## config.mk

```make
export PLATFORM = sky130hd
export DESIGN_NAME = rx_unstuff_deser_flat
export DESIGN_NICKNAME = d
export VERILOG_FILES = /design/src/rtl/rx_unstuff_deser_if.sv /design/src/rtl/rx_unstuff_deser.sv /design/src/flat_wrapper.sv
export SDC_FILE = /design/constraint.sdc
export NUM_CORES = 1
export LEC_CHECK = 0
export CORE_MARGIN = 1.5
export CORE_UTILIZATION = 53
export CTS_CLUSTER_SIZE = 28
export DETAILED_ROUTE_END_ITERATION = 10
export GPL_ROUTABILITY_DRIVEN = 0
export GPL_TIMING_DRIVEN = 0
export PLACE_DENSITY = 0.78
export REMOVE_ABC_BUFFERS = 1
export SKIP_LAST_GASP = 1
export SYNTH_ARGS = -nofsm -noshare
export SYNTH_HDL_FRONTEND = slang
export SYNTH_SLANG_ARGS = --single-unit
```

## constraint.sdc

```tcl
create_clock -name clk -period 2.5 [get_ports clk]
set_input_delay 0.5 -clock clk [delete_from_list [all_inputs] [get_ports clk]]
set_output_delay 0.5 -clock clk [all_outputs]
set_load 0.01 [all_outputs]
```

## src/rtl/rx_unstuff_deser_if.sv

```systemverilog
// rx_unstuff_deser_if: bus between the upstream NRZI decoder/EOP detector and the unstuffing deserializer
// Fields: bit_strobe/d_orig qualify each decoded bit, decode_err flags a line error, end_packet marks EOP;
// rx_data/byte_valid carry assembled bytes, pkt_start/pkt_done/pkt_err frame packets, rx_active shows busy.
// Modports: master drives the decoder side (inputs of the deserializer), slave is the deserializer.
interface rx_unstuff_deser_if;
  logic       bit_strobe;
  logic       d_orig;
  logic       decode_err;
  logic       end_packet;
  logic [7:0] rx_data;
  logic       byte_valid;
  logic       pkt_start;
  logic       pkt_done;
  logic       pkt_err;
  logic       rx_active;
  modport master (
    output bit_strobe, d_orig, decode_err, end_packet,
    input  rx_data, byte_valid, pkt_start, pkt_done, pkt_err, rx_active
  );
  modport slave (
    input  bit_strobe, d_orig, decode_err, end_packet,
    output rx_data, byte_valid, pkt_start, pkt_done, pkt_err, rx_active
  );
endinterface

```

## src/rtl/rx_unstuff_deser.sv

```systemverilog
// rx_unstuff_deser: SYNC detection, bit unstuffing and LSB-first byte assembly for a USB-style receiver
// Ports: clk, rst (async active-high), bus (rx_unstuff_deser_if.slave) carrying strobed bits, line error,
// EOP in and rx_data/byte_valid/pkt_start/pkt_done/pkt_err/rx_active out (all registered).
// Option: define RX_STUFF_ERR_EN to treat a 1 in a stuffed-bit position as a packet error.
module rx_unstuff_deser (
  input logic clk,
  input logic rst,
  rx_unstuff_deser_if.slave bus
);
  typedef enum logic [1:0] {IDLE, SYNC, DATA, ERR} state_t;
  state_t state;
  logic [7:0] sr;
  logic [2:0] bcnt;
  logic [2:0] ones;
  logic [7:0] shifted;
  logic stuffed;
  logic stuff_err;
  assign shifted = {bus.d_orig, sr[7:1]};
  // a bit following six consecutive ones is a stuffed bit
  assign stuffed = ones == 3'd6;
`ifdef RX_STUFF_ERR_EN
  assign stuff_err = stuffed & bus.d_orig;
`else
  assign stuff_err = 1'b0;
`endif
  always_ff @(posedge clk or posedge rst) begin
    if (rst) begin
      state <= IDLE;
      sr <= 8'h00;
      bcnt <= 3'd0;
      ones <= 3'd0;
      bus.rx_data <= 8'h00;
      bus.byte_valid <= 1'b0;
      bus.pkt_start <= 1'b0;
      bus.pkt_done <= 1'b0;
      bus.pkt_err <= 1'b0;
      bus.rx_active <= 1'b0;
    end else begin
      bus.byte_valid <= 1'b0;
      bus.pkt_start <= 1'b0;
      bus.pkt_done <= 1'b0;
      bus.pkt_err <= 1'b0;
      if (bus.end_packet && state != IDLE) begin
        // EOP wins over everything; only a byte-aligned DATA packet ends cleanly
        state <= IDLE;
        bcnt <= 3'd0;
        ones <= 3'd0;
        bus.rx_active <= 1'b0;
        bus.pkt_done <= 1'b1;
        bus.pkt_err <= state != DATA || bcnt != 3'd0;
      end else if (bus.decode_err && (state == SYNC || state == DATA)) begin
        state <= ERR;
      end else if (bus.bit_strobe) begin
        case (state)
          IDLE: if (!bus.d_orig) begin
            state <= SYNC;
            sr <= shifted;
            bcnt <= 3'd1;
            bus.rx_active <= 1'b1;
          end
          SYNC: begin
            sr <= shifted;
            bcnt <= bcnt + 3'd1;
            if (bcnt == 3'd7) begin
              state <= shifted == 8'h80 ? DATA : ERR;
              bus.pkt_start <= shifted == 8'h80;
              // the final SYNC 1 starts the ones run for stuffing
              ones <= 3'd1;
            end
          end
          DATA: begin
            if (stuff_err)
              state <= ERR;
            else if (stuffed)
              ones <= 3'd0;
            else begin
              ones <= bus.d_orig ? ones + 3'd1 : 3'd0;
              sr <= shifted;
              bcnt <= bcnt + 3'd1;
              if (bcnt == 3'd7) begin
                bus.rx_data <= shifted;
                bus.byte_valid <= 1'b1;
              end
            end
          end
          default: ;
        endcase
      end
    end
  end
endmodule

```

## src/flat_wrapper.sv

```systemverilog
// flat-port wrapper written by rule: the top's interface ports become plain ports
module rx_unstuff_deser_flat 
  (clk, rst, bus_bit_strobe, bus_d_orig, bus_decode_err, bus_end_packet, bus_rx_data, bus_byte_valid, bus_pkt_start, bus_pkt_done, bus_pkt_err, bus_rx_active);
  rx_unstuff_deser_if bus_i ();
  input logic clk;
  input logic rst;
  input wire logic [$bits(bus_i.bit_strobe)-1:0] bus_bit_strobe;
  input wire logic [$bits(bus_i.d_orig)-1:0] bus_d_orig;
  input wire logic [$bits(bus_i.decode_err)-1:0] bus_decode_err;
  input wire logic [$bits(bus_i.end_packet)-1:0] bus_end_packet;
  output wire logic [$bits(bus_i.rx_data)-1:0] bus_rx_data;
  output wire logic [$bits(bus_i.byte_valid)-1:0] bus_byte_valid;
  output wire logic [$bits(bus_i.pkt_start)-1:0] bus_pkt_start;
  output wire logic [$bits(bus_i.pkt_done)-1:0] bus_pkt_done;
  output wire logic [$bits(bus_i.pkt_err)-1:0] bus_pkt_err;
  output wire logic [$bits(bus_i.rx_active)-1:0] bus_rx_active;
  assign bus_i.bit_strobe = bus_bit_strobe;
  assign bus_i.d_orig = bus_d_orig;
  assign bus_i.decode_err = bus_decode_err;
  assign bus_i.end_packet = bus_end_packet;
  assign bus_rx_data = bus_i.rx_data;
  assign bus_byte_valid = bus_i.byte_valid;
  assign bus_pkt_start = bus_i.pkt_start;
  assign bus_pkt_done = bus_i.pkt_done;
  assign bus_pkt_err = bus_i.pkt_err;
  assign bus_rx_active = bus_i.rx_active;
  rx_unstuff_deser u_core (.clk(clk), .rst(rst), .bus(bus_i));
endmodule
```

==> out/results.tsv <==
metric	value	unit
final net count	151	
RSZ-0062 raised after global routing	false	
n_diodes	0	
worst-case clock buffer depth	2	
critical path required time	2720	ps
hpwl dp	1810	um
CTS Root Cell	clkbuf_4	
multi-input logic area	614	um^2
# rows	18	
Die Wd	54.2	um
Hold WS	532	ps
Sinks on Clock Net	28	
clock power share	13.3	%
Final Hold Vio Count	0	
# Post-CTS Setup Buffers	0	
initial antenna violation count	0	
TritonCTS clock tree	yes	
Pwr Density	838	nW/um^2
max_cap viols	0	
Buf/Inv on CP	1	
Logic pwr share	39.2	%
Seq/Total Area, Yosys	50.5	%
register area	701	um^2
register share of total power	47.5	%
Setup TNS	0	ps
Crit Path Category	register to register	
Netlist Area Pre-Place	1390	um^2
yosys warns	0	
worst-margin pin slew	1020	ps
hold crit path type	register to register	
Syn Area/Cell	12.0	um^2
NetSw	503	uW
pin count of the biggest net entering global routing	29	
worst rel slew slack	31.8	%
cells after synthesis	116	
VDD IR max	0.000548	V
number of enable flip-flop cells after synthesis	0	
hold_buf cts	0	
top cells by area, synth	dfrtp_1, mux2_4, ha_1, mux2_1, inv_1	
Starting DRT DRC Count	12	
Yosys cell types	34	
CTS resizes	0	
Die ar.	2940	um^2
TritonCTS buffer count	3	
Die H	54.2	um
IO Pins	19	
status	complete, no violations	
Max Freq	427	MHz
clock skew	2.23	ps
startpoint types	register	
H-Tree Level Count	1	
area of the core	2480	um^2
critical path's slowest cell	or3b_1	
Final ANT Viol Nets	0	
proportion of layout cells with a drive suffix above 1	12.7	%
first-pass GRT wire length	4110	um
Main synth FF type	dfrtp_1	
Hold Path Stages	1	
CP arrival	2560	ps
Critical Path End Type	register	
later-pin clock latency in the skew report	320	ps
Reg2Reg Depth	6	
Lkg Pwr	0.767	nW
Post-synth top cells	dfrtp_1, inv_1, ha_1, mux2_4, nand3_1	
critical path depth	6	
internal power	841	uW
crit-path max FO	9	
Layout fillers	209	
via density per instance	5.62	
clock slew at reported path FFs	140	ps
Port Buf Inserts	18	
drt pass-1 iters	4	
Final period util	93.8	%
Tmin final	2340	ps
Vias	922	
post-synth top area share	50.5	%
CP top delay family	simple AND/OR/NAND/NOR gates	
gr usage total	19.5	%
Wirelength per Cell	14.4	um
most frequent cell after synthesis	dfrtp_1	
total gr overflow	0	
slowest stage delay, CP	600	ps
# setup viols final	0	
sw frac	37.4	%
final WL	2350	um
area grow syn2layout	15.5	%
critical path, cell by cell	inv_1 -> ha_1 -> a21boi_2 -> nand3_2 -> or3b_1 -> mux2_4	
drt drc	0	
fin. max-slew vios	0	
FF+latch count, synth	28	
vias in the first global route	944	
Yosys top cell by area	dfrtp_1	
Synth async-reset ratio	100	%
Initial Utilization	56.1	%
[routing by layer]
layer	share of wire (%)	GRT usage, %
met4	1.5	8.75
met1	47	24.5
met3	2.7	2.78
met2	49	33.1
met5	0	0
[layout make-up]
cell class / instances / area share (%)
Tap cell: 30 / 2.34
Inverter: 13 / 3.04
Sequential cell: 28 / 43.7
Timing Repair Buffer: 18 / 11.2
Multi-Input combinational cell: 72 / 38.3
Clock buffer: 3 / 1.40
[registers in the layout, indices dropped and copies added, names as in the netlist]
signal,flops
u_core.sr,7
u_core.ones,3
u_core.bus.pkt_start,1
u_core.bus.rx_data,8
u_core.bus.rx_active,1
u_core.state,2
u_core.bus.pkt_done,1
u_core.bus.byte_valid,1
u_core.bus.pkt_err,1
u_core.bcnt,3
[layout by cell type, fill, tap and decap left out, types with 2 or more instances in the layout]
cell type,netlist,routed
o21ai_0,5,5
a31oi_1,2,2
ha_1,9,9
nor2_1,2,2
clkbuf_4,0,3
mux2i_1,2,2
nand3_1,8,8
nand2_1,4,4
dfrtp_1,28,28
mux2_4,8,8
inv_2,2,2
inv_1,11,11
nor3_1,2,2
nand4_1,2,2
mux2_1,6,6
a21oi_1,4,4
clkdlybuf4s50_1,0,18
[final timing paths]
kind	startpoint	endpoint	slack (ps)
hold reg to reg	u_core.bus.rx_data[1]$_DFFE_PP0P_	u_core.bus.rx_data[1]$_DFFE_PP0P_	530
setup reg to reg	u_core.state[0]$_DFFE_PP0P_	u_core.bus.rx_data[3]$_DFFE_PP0P_	160
min in group asynchronous	rst	u_core.bus.rx_data[6]$_DFFE_PP0P_	710
setup / recovery	u_core.state[0]$_DFFE_PP0P_	u_core.bus.rx_data[3]$_DFFE_PP0P_	160
hold / removal	u_core.bus.rx_data[1]$_DFFE_PP0P_	u_core.bus.rx_data[1]$_DFFE_PP0P_	530
max in group asynchronous	rst	u_core.sr[2]$_DFFE_PP0P_	1180
[through the flow]
| stage | std cells | worst slack [ps] | area (um^2) | util [%] | total power, mW |
|---|---|---|---|---|---|
| floorplan | 113 | 376 | 1360 | - | 1.00 |
| global placement | 161 | 17.8 | 1580 | 63.7 | 1.13 |
| detailed placement | 161 | -21.9 | 1580 | 63.7 | 1.17 |
| CTS | 164 | 73.4 | 1600 | 64.6 | 1.35 |
| global route | 164 | 36.8 | 1600 | 64.7 | 1.45 |
| finish | 164 | 156 | 1600 | 64.7 | 1.34 |
[cell families (layout without fill, tap and decap cells)]
group	count (synthesis)	count (layout)	share of synthesized area [%]
adders and majority gates	9	9	8.11
and+or+nand+nor	28	28	11.7
muxes	17	17	15.8
buffers and inverters	16	34	5.50
DFF	28	28	50.5
AOI/OAI and AO/OA	18	18	8.47
[power by group through the flow]
stage	Sequential, mW	Combinational (mW)	Clock, mW
2_1_floorplan	0.635	0.369	0
3_3_place_gp	0.639	0.494	0
3_5_place_dp	0.648	0.522	0
4_1_cts	0.640	0.521	0.184
5_1_grt	0.656	0.598	0.199
6_report	0.639	0.527	0.179
(Power assumes the default switching activity.)
